===== config.mk =====
export PLATFORM = sky130hd
export DESIGN_NAME = fifo_inst_encoder
export DESIGN_NICKNAME = d
export VERILOG_FILES = /design/src/rtl/fifo_inst_encoder_pkg.sv /design/src/rtl/fifo_inst_encoder_occ_tracker.sv /design/src/rtl/fifo_inst_encoder.sv
export SDC_FILE = /design/constraint.sdc
export NUM_CORES = 1
export LEC_CHECK = 0
export CORE_MARGIN = 2
export CORE_UTILIZATION = 45
export CTS_CLUSTER_SIZE = 10
export DETAILED_ROUTE_END_ITERATION = 10
export MAX_ROUTING_LAYER = met4
export PLACE_DENSITY_LB_ADDON = 0.1
export SLEW_MARGIN = 20
export SYNTH_ARGS = -nofsm -noshare
export SYNTH_HDL_FRONTEND = slang
export SYNTH_SLANG_ARGS = --single-unit

===== constraint.sdc =====
create_clock -name clk -period 5.8 [get_ports clk]
set_input_delay 1.74 -clock clk [delete_from_list [all_inputs] [get_ports clk]]
set_output_delay 1.74 -clock clk [all_outputs]
set_load 0.03 [all_outputs]

===== src/rtl/fifo_inst_encoder_pkg.sv =====
// Shared definitions for the 34-bit FIFO instruction interface.
package fifo_inst_encoder_pkg;

   localparam int INST_W = 34;
   localparam int DATA_W = 32;
   localparam int WE_BIT = 33;
   localparam int RE_BIT = 32;

   // Instruction word as seen on the FIFO port: {WE, RE, DI}.
   typedef struct packed {
      logic              we;
      logic              re;
      logic [DATA_W-1:0] di;
   } inst_t;

   // Build an instruction word from its fields.
   function automatic inst_t make_inst(input logic we, input logic re, input logic [DATA_W-1:0] di);
      inst_t w_inst;
      w_inst.we = we;
      w_inst.re = re;
      w_inst.di = di;
      return w_inst;
   endfunction

endpackage


===== src/rtl/fifo_inst_encoder_occ_tracker.sv =====
// Occupancy / outstanding-read bookkeeping for the FIFO instruction initiator.
module fifo_occ_tracker
   import fifo_inst_encoder_pkg::*;
#(
   parameter int DEPTH = 16,
   parameter int OCC_W = $clog2(DEPTH + 1)
) (
   input  logic             clk,
   input  logic             rst,
   input  logic             i_wr_acc,
   input  logic             i_rd_acc,
   input  logic             i_read_valid,
   output logic [OCC_W-1:0] o_occ,
   output logic [OCC_W-1:0] o_outst,
   output logic             o_full,
   output logic             o_empty,
   output logic             o_err
);

   localparam logic [OCC_W-1:0] DEPTH_C = OCC_W'(DEPTH);
   localparam logic [OCC_W-1:0] ZERO_C  = {OCC_W{1'b0}};
   localparam logic [OCC_W-1:0] ONE_C   = {{(OCC_W-1){1'b0}}, 1'b1};

   logic [OCC_W-1:0] r_occ;
   logic [OCC_W-1:0] r_outst;
   logic             r_err;
   logic [OCC_W-1:0] w_occ_next;
   logic [OCC_W-1:0] w_outst_next;
   logic             w_ret;

   // A return only retires a read when one is actually outstanding.
   assign w_ret = i_read_valid && (r_outst != ZERO_C);

   // Next occupancy: push adds, pop subtracts, both or neither hold.
   always_comb begin
      w_occ_next = r_occ;
      case ({i_wr_acc, i_rd_acc})
         2'b10:   w_occ_next = r_occ + ONE_C;
         2'b01:   w_occ_next = r_occ - ONE_C;
         default: w_occ_next = r_occ;
      endcase
   end

   // Next outstanding count: issued reads add, returned reads retire.
   always_comb begin
      w_outst_next = r_outst;
      case ({i_rd_acc, w_ret})
         2'b10:   w_outst_next = r_outst + ONE_C;
         2'b01:   w_outst_next = r_outst - ONE_C;
         default: w_outst_next = r_outst;
      endcase
   end

   // Counter and sticky-error registers.
   always_ff @(posedge clk or posedge rst) begin
      if (rst) begin
         r_occ   <= ZERO_C;
         r_outst <= ZERO_C;
         r_err   <= 1'b0;
      end else begin
         r_occ   <= w_occ_next;
         r_outst <= w_outst_next;
         if (i_read_valid && (r_outst == ZERO_C)) begin
            r_err <= 1'b1;
         end
      end
   end

   assign o_occ   = r_occ;
   assign o_outst = r_outst;
   assign o_full  = (r_occ == DEPTH_C);
   assign o_empty = (r_occ == ZERO_C);
   assign o_err   = r_err;

endmodule


===== src/rtl/fifo_inst_encoder.sv =====
// Initiator side of the FIFO instruction interface: accepts writes and read
// requests, emits one registered {WE, RE, DI} word per cycle and collects
// returned read data.
module fifo_inst_encoder
   import fifo_inst_encoder_pkg::*;
#(
   parameter int DEPTH = 16,
   parameter int OCC_W = $clog2(DEPTH + 1)
) (
   input  logic              clk,
   input  logic              rst,
   input  logic              wr_valid,
   input  logic [DATA_W-1:0] wr_data,
   output logic              wr_ready,
   input  logic              rd_req,
   output logic              rd_ready,
   output logic [INST_W-1:0] inst,
   input  logic [DATA_W-1:0] fifo_do,
   input  logic              fifo_read_valid,
   output logic [DATA_W-1:0] rd_data,
   output logic              rd_data_valid,
   output logic [OCC_W-1:0]  occupancy,
   output logic [OCC_W-1:0]  outstanding,
   output logic              full,
   output logic              empty,
   output logic              err_unexpected
);

   localparam logic [OCC_W-1:0] DEPTH_C = OCC_W'(DEPTH);
   localparam logic [OCC_W-1:0] ZERO_C  = {OCC_W{1'b0}};

   inst_t             r_inst;
   logic [DATA_W-1:0] r_rd_data;
   logic              r_rd_data_valid;
   logic              w_wr_acc;
   logic              w_rd_acc;
   logic [OCC_W-1:0]  w_occ;

   // Acceptance is decided from registered occupancy only, so a write never
   // counts on a same-cycle pop and a read never counts on write-through.
   assign wr_ready = (w_occ < DEPTH_C);
   assign rd_ready = (w_occ > ZERO_C);
   assign w_wr_acc = wr_valid && wr_ready;
   assign w_rd_acc = rd_req && rd_ready;

   fifo_occ_tracker #(
      .DEPTH (DEPTH),
      .OCC_W (OCC_W)
   ) u_occ_tracker (
      .clk          (clk),
      .rst          (rst),
      .i_wr_acc     (w_wr_acc),
      .i_rd_acc     (w_rd_acc),
      .i_read_valid (fifo_read_valid),
      .o_occ        (w_occ),
      .o_outst      (outstanding),
      .o_full       (full),
      .o_empty      (empty),
      .o_err        (err_unexpected)
   );

   // Encode stage: WE/RE follow acceptance, DI keeps its last written value.
   always_ff @(posedge clk or posedge rst) begin
      if (rst) begin
         r_inst <= make_inst(1'b0, 1'b0, {DATA_W{1'b0}});
      end else if (w_wr_acc) begin
         r_inst <= make_inst(1'b1, w_rd_acc, wr_data);
      end else begin
         r_inst <= make_inst(1'b0, w_rd_acc, r_inst.di);
      end
   end

   // Return path: one-cycle registered copy of the FIFO read data strobe.
   always_ff @(posedge clk or posedge rst) begin
      if (rst) begin
         r_rd_data       <= {DATA_W{1'b0}};
         r_rd_data_valid <= 1'b0;
      end else begin
         r_rd_data_valid <= fifo_read_valid;
         if (fifo_read_valid) begin
            r_rd_data <= fifo_do;
         end
      end
   end

   assign inst          = r_inst;
   assign rd_data       = r_rd_data;
   assign rd_data_valid = r_rd_data_valid;
   assign occupancy     = w_occ;

endmodule


# [Word level (Yosys, flattened, before mapping)]
# Cells that the tools add are included.
[op_classes] addsub=4 n_mul=0 n_div=0 n_lt_le_gt_ge=2 eq_ne=5 shifts=0 muxes=3 bitwise=0 n_reduce_logical=9
[op_table] op="34-bit two-way mux" count=1
[op_table] op="5-bit one-hot mux with 2 select lines" count=2
[op_table] op="5-bit by 1-bit adder with 5-bit output, second input constant" count=2
[op_table] op="5-bit logical NOT" count=2
[op_table] op="5-bit by 1-bit subtractor with 5-bit output, second input constant" count=2
[op_table] op="5-bit == test, second input constant" count=1
[op_table] op="5-bit by 1-bit > comparator with 1-bit output, second input constant" count=1
[op_table] op="5-bit < comparator, second input constant" count=1
[op_table] op="5-bit nonzero test" count=1
[op_table] op="2-bit by 1-bit == test with 1-bit output, second input constant" count=2
[op_table] op="2-bit == test, second input constant" count=2
[op_table] op="1-bit logical AND" count=4
[op_table] op="2-bit nonzero test" count=2
[word_totals] reg_bits=78 latch_bits=0 ramBits=0 mem_bits_ro=0 inputBits=69 out_inout_bits=82 wordCells=31 mem_count=0

# [Logic depth before layout (Yosys ltp)]
# Gate-level depths: netlist of the first run.
[depth] word_depth=4 ltp_mapped=11 depth_no_buf=11

# [Hierarchy]
# A second synthesis of the first run with hierarchy kept.
[hier_totals] hier_cells=234 area_unflattened_um2=3448.3
[modules_own_cells] module="fifo_inst_encoder" n_inst=1 cells_per_inst=146 area_per_inst_um2=2616.3 seq_area_each_um2=1676.6
[modules_own_cells] module="fifo_occ_tracker" n_inst=1 cells_per_inst=88 area_per_inst_um2=832.0 seq_area_each_um2=275.3

# [Least setup slack after synthesis of the first run]
# No wires, ideal clock.
[synth_timing] kind="input -> register" start="in wr_valid" end="reg u_occ_tracker.r_occ[4], in the netlist u_occ_tracker.o_occ[4]" setup_time_ns=0.130 arrival_ns=3.695 t_required_ns=5.670 path_slack_ns=1.975 stages=11 n_path_buf=2 cell_sequence="nor2b_1 -> buf_4 -> buf_6 -> inv_2 -> ha_1 -> inv_1 -> fa_1 -> nand2b_4 -> a2111oi_1 -> a41o_1 -> o41ai_2"
[synth_via] elab_chain_len=3 elab_cells_between_ends=5 classes_between="eq/ne (2); mux (1); reduce/logical (2)"
[synth_rtl] item="from (decl)" line="fifo_inst_encoder.sv:12" rtl="input logic wr_valid,"
[synth_rtl] item="1-bit logical AND *" line="fifo_inst_encoder.sv:43" rtl="assign w_wr_acc = wr_valid && wr_ready;"
[synth_rtl] item="named net u_occ_tracker.i_wr_acc" line="fifo_inst_encoder_occ_tracker.sv:10" rtl="input logic i_wr_acc,"
[synth_rtl] item="2-bit by 1-bit == test with 1-bit output or 2-bit == test (tied branches)" line="fifo_inst_encoder_occ_tracker.sv:37" rtl="case ({i_wr_acc, i_rd_acc})"
[synth_rtl] item="5-bit one-hot mux with 2 select lines or 2-bit nonzero test (tied branches)"
[synth_rtl] item="to (signal assigned)" line="fifo_inst_encoder_occ_tracker.sv:61" rtl="r_occ <= w_occ_next;"
[synth_rtl] item="to (decl)" line="fifo_inst_encoder_occ_tracker.sv:24" rtl="logic [OCC_W-1:0] r_occ;"
# Mark *: on every way through the listed nets, which the timed path passes. The rest lies on a longest branch.
# A chain may end at the register's enable or synchronous reset.

# [Worst setup path in the final report of the first run]
[layout_timing] start="in rd_req" end="reg u_occ_tracker.r_occ[4], in the netlist u_occ_tracker.o_occ[4]"
[layout_via] elab_chain_len=3 elab_cells_between_ends=5 classes_between="eq/ne (2); mux (1); reduce/logical (2)"
[layout_rtl] item="from (decl)" line="fifo_inst_encoder.sv:15" rtl="input logic rd_req,"
[layout_rtl] item="1-bit logical AND *" line="fifo_inst_encoder.sv:44" rtl="assign w_rd_acc = rd_req && rd_ready;"
[layout_rtl] item="named net u_occ_tracker.i_rd_acc" line="fifo_inst_encoder_occ_tracker.sv:11" rtl="input logic i_rd_acc,"
[layout_rtl] item="2-bit by 1-bit == test with 1-bit output or 2-bit == test (tied branches)" line="fifo_inst_encoder_occ_tracker.sv:37"
[layout_rtl] item="5-bit one-hot mux with 2 select lines or 2-bit nonzero test (tied branches)"
# Marked as above.

==> flow_summary.rst, run 1 <==
.. list-table::
   :header-rows: 1

   * - Metric
     - Value
   * - CP Data Arrival Time
     - roughly 4 ns
   * - Post-detailed-placement half-perimeter wirelength
     - between 5000 and 6000 um
   * - Path category of the worst min-delay check
     - reg2reg
   * - Via count of the first global-routing pass
     - approximately 2500
   * - Number of core rows
     - 31
   * - Internal power
     - ~1600 uW
   * - Worst min-delay path startpoint
     - u_occ_tracker.o_err
   * - Final setup margin
     - 1.944 ns
   * - Maximum resistive drop on vdd
     - about 330 uV
   * - Final clock period utilization by the worst path
     - between 60% and 70%
   * - First-pass DRT Iterations
     - 4
   * - Post-synthesis cell type count
     - 34
   * - Post-CTS Hold Fix Bufs
     - 0
   * - Net total in the final layout
     - 453
   * - Ratio of routed vias to standard cells
     - about 4.8
   * - Yosys warnings
     - 0
   * - Post-synth EDFFs
     - 0
   * - Post-cts gate resize count
     - 0
   * - Total GRT Usage
     - a little over a fifth
   * - Number of antenna repair diodes
     - 0
   * - Iter 0 DRT Violations
     - 45
   * - Crit path cell chain
     - clkdlybuf4s50_1 > nand2_1 > inv_1 > ha_1 > inv_1 > fa_1 > nand2b_4 > a2111oi_1 > a41o_1 > o41ai_2
   * - Combinational group share of total power
     - 49.9%
   * - Final ANT Viol Nets
     - 0
   * - Share of flip-flops with an asynchronous set or reset
     - between 90% and 100%
   * - Top-level port count
     - approximately 150
   * - Cell depth of the worst min-delay path
     - 1
   * - Count of cells along the worst register-to-register path
     - 10
   * - Achievable clock frequency
     - 259.4 MHz
   * - Maximum buffer depth of the clock tree
     - 2
   * - Wire length per cell after detailed routing
     - 16.21 um
   * - Power per Cell Area
     - 507.5 mW/mm2
   * - DRC viols
     - 0
   * - Remaining global-route overflow
     - 0
   * - Cell Area, Placed
     - slightly below 0.005 mm2
   * - Global placement routability congestion
     - 0.7807
   * - Clock latency of the later-clocked register in the worst-skew pair
     - 0.34 ns
   * - Area grow syn2layout
     - 54.10%
   * - Synthesized netlist net count
     - 299
   * - Syn Std Cell Area
     - between 0.003 and 0.004 mm2
   * - Count of endpoints failing hold in the final timing report
     - 0
   * - Total negative slack for setup checks
     - 0 ns
   * - Gate Count Post-Synth
     - 220
   * - Crit-path most repeated cell
     - sky130_fd_sc_hd__inv_1
   * - Placement-stage worst setup slack
     - 1.575 ns
   * - Final Critical Period
     - between 3 and 4 ns
   * - Sw Share
     - a little under two fifths
   * - TritonCTS clock tree
     - done
   * - Initial Utilization
     - around 46%
   * - R2R setup slack
     - 3.05 ns
   * - Relative slew slack
     - approximately two fifths
   * - CTS sink cnt
     - 78
   * - Fin util
     - 71.40%
   * - Number of max-capacitance violations reported
     - 0
   * - Actual transition at the worst max-transition pin
     - a little over 0.9 ns
   * - Seq cells post-synth
     - slightly below 80
   * - Relative contribution of sequential cells to total power
     - 31.8%
   * - Capturing point of the worst reg2reg path
     - u_occ_tracker.o_occ[4]
   * - Switching power total
     - 994.9 uW
   * - Inserted Clock Buffers
     - 9
   * - Finished Cell Area
     - about 0.0052 mm2
   * - Number of H-tree levels
     - 3
   * - Die extent in y
     - 90.42 um
   * - Full die area
     - between 0.008 and 0.009 mm2
   * - Total wire length
     - 7746 um
   * - Core region area
     - just over 0.007 mm2
   * - Largest net degree at the start of global routing
     - 55
   * - Register area share after synthesis
     - between 50% and 60%
   * - Outcome
     - finished, final reports clean
   * - Critical Path Slowest Stage Cell
     - sky130_fd_sc_hd__clkdlybuf4s50_1
   * - Fraction of layout instances using a drive strength above 1
     - around 14%
   * - Kind of start point of the critical path
     - primary input
   * - End point of the most critical hold path
     - u_occ_tracker.o_err
   * - Average instance area after synthesis
     - between 15 and 20 um2
   * - Leakage Power
     - around 0.0023 uW
   * - Clock network power share
     - 18.3%
   * - Endpoint class of the critical path
     - flop
   * - Via total after detailed routing
     - 2300
   * - Number of post-CTS setup repair buffers
     - 0
   * - Port buffer count
     - 150
   * - Number of max-slew violations in the final report
     - 0
   * - CTS root buffer
     - sky130_fd_sc_hd__clkbuf_8
   * - Primary FF master, synth
     - sky130_fd_sc_hd__dfrtp_1
   * - R2r startpoint
     - u_occ_tracker.o_occ[0]
   * - Required time at the endpoint of the critical path
     - about 6 ns
   * - Number of antenna violations at the first check in global routing
     - 0
   * - Clock skew
     - between 0.006 and 0.007 ns
   * - Classification of the worst setup path
     - in2reg
   * - Total of endpoints with negative setup slack in the final report
     - 0
   * - Clock transition time at the flip-flop clock pins of the worst setup and hold paths
     - approximately 0.080 ns
   * - Delay contributed by the slowest stage of the critical path
     - 0.46 ns
   * - X dimension of the die
     - roughly 90 um
   * - Total instance count after detailed placement
     - 462
   * - First-pass GRT wire length
     - around 13000 um
   * - Unrepaired setup endpoints after global routing
     - no
   * - Largest fanout on the critical path
     - 9
   * - Fin cells
     - around 480
worst max-delay path, delay by kind of cell:
| family | cells | cell delay, ns |
|---|---|---|
| compound gates | 3 | 0.68 |
| fa+ha+maj | 2 | 0.75 |
| buf+inv | 3 | 0.66 |
| simple gates | 2 | 0.25 |
through the flow:
stage               power, uW  hold WS [ns]
finish                   2628        0.4625
detailed placement       2167        0.4482
CTS                      2657        0.4653
global route             2770        0.4898
global placement         2138        0.4402
floorplan                1662        0.6362
worst max path at each step:
| stage | endpoint | startpoint | slack, ns | depth (start not counted) |
|---|---|---|---|---|
| after detailed placement | u_occ_tracker.o_occ[4] | rd_req | 1.58 | 10 |
| after floorplan | u_occ_tracker.o_occ[4] | wr_valid | 1.97 | 11 |
| after global placement | u_occ_tracker.o_occ[4] | rd_req | 1.76 | 10 |
| final | u_occ_tracker.o_occ[4] | rd_req | 1.94 | 10 |
| after CTS | empty | u_occ_tracker.o_occ[0] | 1.95 | 4 |
| after global routing | u_occ_tracker.o_occ[4] | rd_req | 1.78 | 10 |
placed cells by master (no fill, tap or decap), drive strengths merged, types with 2 or more instances in the layout:
cell | synthesis | routed
mux2 | 65 | 65
clkdlybuf4s50 | 0 | 150
bufinv | 0 | 3
buf | 9 | 3
fa | 2 | 2
a21o | 3 | 3
clkinv | 0 | 2
xor2 | 3 | 3
inv | 10 | 9
o21ai | 4 | 4
ha | 8 | 8
clkbuf | 1 | 10
a21oi | 4 | 4
nor2 | 4 | 4
mux2i | 2 | 2
xnor2 | 4 | 4
nand2 | 6 | 6
nor3 | 3 | 3
clkinvlp | 0 | 2
nor2b | 2 | 2
dfrtp | 78 | 78
per-layer routing:
metal | wire length (um) | global-route usage (%)
met3 | 389 | 4.424
met1 | 3407 | 27.19
met2 | 3789 | 33.46
met5 | 0 | -
met4 | 160 | 8.718
state kept, by name (all words and copies together), names as in the netlist:
| name | count |
|---|---|
| rd_data_valid | 1 |
| u_occ_tracker.o_occ | 5 |
| u_occ_tracker.o_outst | 5 |
| rd_data | 32 |
| inst | 34 |
| u_occ_tracker.o_err | 1 |
power groups by stage:
stage / Combinational [uW] / Sequential, uW / Clock (uW)
2_1_floorplan: 487 / 1180 / 0
3_3_place_gp: 1300 / 841 / 0
3_5_place_dp: 1320 / 845 / 0
4_1_cts: 1330 / 839 / 492
5_1_grt: 1390 / 864 / 513
6_report: 1310 / 836 / 481
synthesized netlist by cell type (all sizes together) (3+ instances only):
| cell | instances | area share (%) |
|---|---|---|
| xor2 | 3 | 0.78 |
| mux2 | 65 | 25 |
| xnor2 | 4 | 1.0 |
| dfrtp | 78 | 58 |
| a21oi | 4 | 0.60 |
| ha | 8 | 3.0 |
| inv | 10 | 1.1 |
| buf | 9 | 2.2 |
| a21o | 3 | 0.67 |
| nor3 | 3 | 0.45 |
| nor2 | 4 | 0.52 |
| o21ai | 4 | 0.60 |
| nand2 | 6 | 0.67 |
cells by family (layout without fill, tap and decap cells):
kind of cell | Yosys count | in the layout | share of synthesized area, %
compound gates | 15 | 15 | 3.165
fa+ha+maj | 10 | 10 | 4.170
xor+xnor | 7 | 7 | 1.824
buf+inv | 20 | 179 | 3.388
simple gates | 23 | 23 | 3.872
mux | 67 | 67 | 25.50
flops | 78 | 78 | 58.08
cell type report:
class / instances / area, um2
Timing Repair Buffer: 153 / 1524
Fill cell: 548 / 2074
Tap cell: 99 / 123.9
Clock inverter: 6 / 110.1
Inverter: 10 / 38.79
Sequential cell: 78 / 1952
Clock buffer: 10 / 127.6
Multi-Input combinational cell: 122 / 1303
(Power assumes the default switching activity.)
==> run 2, diff against run 1 <==
CORE_UTILIZATION = 38   (was 45)
clock period = 3.2 ns   (was 5.8 ns; I/O delays follow)
==> flow_summary.rst, run 2 (synthesis gave the netlist of run 1 again) <==
.. list-table::
   :header-rows: 1

   * - Metric
     - Value
   * - Met1 usage
     - 23.03%
   * - Ratio of routed vias to standard cells
     - ~4.7
   * - Relative slew slack
     - approximately three fifths
   * - Number of antenna violations at the first check in global routing
     - 0
   * - Path category of the worst min-delay check
     - reg2reg
   * - Achievable clock frequency
     - between 300 and 400 MHz
   * - Delay contributed by the slowest stage of the critical path
     - ~0.66 ns
   * - Outcome
     - finished, final reports clean
   * - Largest net degree at the start of global routing
     - 50
   * - CTS sink cnt
     - 78
   * - Classification of the worst setup path
     - reg2out
   * - CTS root buffer
     - sky130_fd_sc_hd__clkbuf_8
   * - Number of core rows
     - 34
   * - Post-detailed-placement half-perimeter wirelength
     - roughly 5500 um
   * - Most common library cell in the layout ignoring fill and taps
     - sky130_fd_sc_hd__clkdlybuf4s50_1
   * - Iter 0 DRT Violations
     - 20
   * - Unrepaired setup endpoints after global routing
     - no
   * - Clock transition time at the flip-flop clock pins of the worst setup and hold paths
     - 0.08 ns
   * - Top cell family by delay on the critical path
     - buffers and inverters
   * - Required time at the endpoint of the critical path
     - about 2.2 ns
   * - Top-level port count
     - roughly 150
   * - Full die area
     - ~0.0096 mm2
   * - Crit path cell chain
     - nor4_1 > nand2_1 > inv_1 > clkdlybuf4s50_1
   * - Critical Path Slowest Stage Cell
     - sky130_fd_sc_hd__clkdlybuf4s50_1
   * - First-pass GRT wire length
     - ~12000 um
   * - Capturing point of the worst reg2reg path
     - u_occ_tracker.o_outst[4]
   * - Number of antenna repair diodes
     - 0
   * - Fraction of layout instances using a drive strength above 1
     - roughly 15%
   * - Via count of the first global-routing pass
     - ~2300
   * - Largest fanout on the critical path
     - 5
   * - Power per Cell Area
     - 881.4 mW/mm2
   * - Clock latency of the later-clocked register in the worst-skew pair
     - roughly 0.34 ns
   * - Count of endpoints failing hold in the final timing report
     - 0
   * - Number of H-tree levels
     - 3
   * - Global Route met2 Usage
     - 23.92%
   * - GR met3 Demand/Resource
     - roughly 3.6%
   * - Final Critical Period
     - 2.982 ns
   * - Worst min-delay path startpoint
     - u_occ_tracker.o_err
   * - R2R setup slack
     - 0.56 ns
   * - CP Data Arrival Time
     - roughly 2 ns
   * - Total negative slack for setup checks
     - 0 ns
   * - Final clock period utilization by the worst path
     - around 93%
   * - Maximum buffer depth of the clock tree
     - 2
   * - TritonCTS clock tree
     - done
   * - Post-cts gate resize count
     - 0
   * - Maximum resistive drop on vdd
     - between 500 and 600 uV
   * - Via total after detailed routing
     - 2293
   * - Net total in the final layout
     - 457
   * - Number of post-CTS setup repair buffers
     - 0
   * - Power after layout
     - between 4000 and 5000 uW
   * - X dimension of the die
     - roughly 100 um
   * - Largest register FFs
     - 34
   * - Inserted Clock Buffers
     - 9
   * - Count of cells along the worst register-to-register path
     - 9
   * - Clock skew
     - approximately 0.0055 ns
   * - Leakage Power
     - around 0.0023 uW
   * - Busiest layer in global routing
     - met2
   * - Cell depth of the worst min-delay path
     - 1
   * - Kind of start point of the critical path
     - flop
   * - Actual transition at the worst max-transition pin
     - approximately 0.58 ns
   * - Total GRT Usage
     - 16.66%
   * - Number of max-slew violations in the final report
     - 0
   * - Core region area
     - 0.008636 mm2
   * - End point of the most critical hold path
     - u_occ_tracker.o_err
   * - Port buffer count
     - 150
   * - Initial Utilization
     - roughly 39%
   * - Top library cells by usage in the layout, fill and taps aside
     - sky130_fd_sc_hd__clkdlybuf4s50_1 (150), sky130_fd_sc_hd__dfrtp_1 (78), sky130_fd_sc_hd__mux2_1 (37), sky130_fd_sc_hd__mux2_4 (28), sky130_fd_sc_hd__clkbuf_8 (9)
   * - Number of max-capacitance violations reported
     - 0
   * - Die extent in y
     - about 98 um
   * - Total of endpoints with negative setup slack in the final report
     - 0
   * - CP bufs+invs
     - 2
   * - First-pass DRT Iterations
     - 4
   * - Post-CTS Hold Fix Bufs
     - 0
   * - R2r startpoint
     - u_occ_tracker.o_outst[1]
   * - DRC viols
     - 0
   * - Final ANT Viol Nets
     - 0
   * - Wire length per cell after detailed routing
     - around 15 um
   * - Remaining global-route overflow
     - 0
   * - Area grow syn2layout
     - 53.57%
   * - Global placement routability congestion
     - 0.7447
   * - Endpoint class of the critical path
     - output pin
   * - Total wire length
     - around 7600 um
[run 2: cell types whose count changed in the layout (fill, tap and decap cells not counted)]
cell / previous run / this run
sky130_fd_sc_hd__buf_4: 3 / 6
sky130_fd_sc_hd__clkinv_4: 0 / 1
sky130_fd_sc_hd__buf_12: 0 / 1
sky130_fd_sc_hd__clkinv_2: 2 / 4
sky130_fd_sc_hd__bufinv_16: 3 / 0
[run 2: routing by layer]
metal | share of wire (%) | wire [um]
met4 | 2.2 | 164
met5 | 0 | 0
met1 | 46 | 3493
met3 | 6.0 | 454
met2 | 46 | 3443
[run 2: cell type report]
type / count / area (um2)
Fill cell: 697 / 3475
Tap cell: 108 / 135.1
Clock inverter: 6 / 38.79
Inverter: 10 / 38.79
Timing Repair Buffer: 157 / 1567
Clock buffer: 10 / 127.6
Multi-Input combinational cell: 122 / 1303
Sequential cell: 78 / 1952
[run 2: metrics by stage]
stage / worst slack, ns / hold WS, ns / area, um2 / cells / utilization (%)
after CTS: 0.1816 / 0.4670 / 5161 / 491 / 59.77
after global routing: 0.02490 / 0.4992 / 5161 / 491 / 59.77
after global placement: 0.08625 / 0.4392 / 4995 / 475 / 57.84
after floorplan: 0.1549 / 0.6362 / 3361 / 220 / -
final: 0.2178 / 0.4603 / 5161 / 491 / 59.77
after detailed placement: 0.02928 / 0.4481 / 4995 / 475 / 57.84
[run 2: worst max-delay path by stage]
stage	startpoint	end	slack [ns]	depth (start not counted)
2_1_floorplan	wr_valid	u_occ_tracker.o_occ[4]	0.15	11
3_3_place_gp	rd_req	u_occ_tracker.o_occ[4]	0.09	10
3_5_place_dp	rd_req	u_occ_tracker.o_occ[4]	0.03	10
4_1_cts	u_occ_tracker.o_occ[0]	empty	0.18	4
5_1_grt	u_occ_tracker.o_occ[0]	empty	0.02	4
6_report	u_occ_tracker.o_occ[0]	empty	0.22	4
[run 2: where the power goes]
group          leakage [uW]  internal [uW]  switching, uW
Combinational       0.00126           1160           1230
Sequential         0.000915           1300            217
Clock             0.0000820            279            360
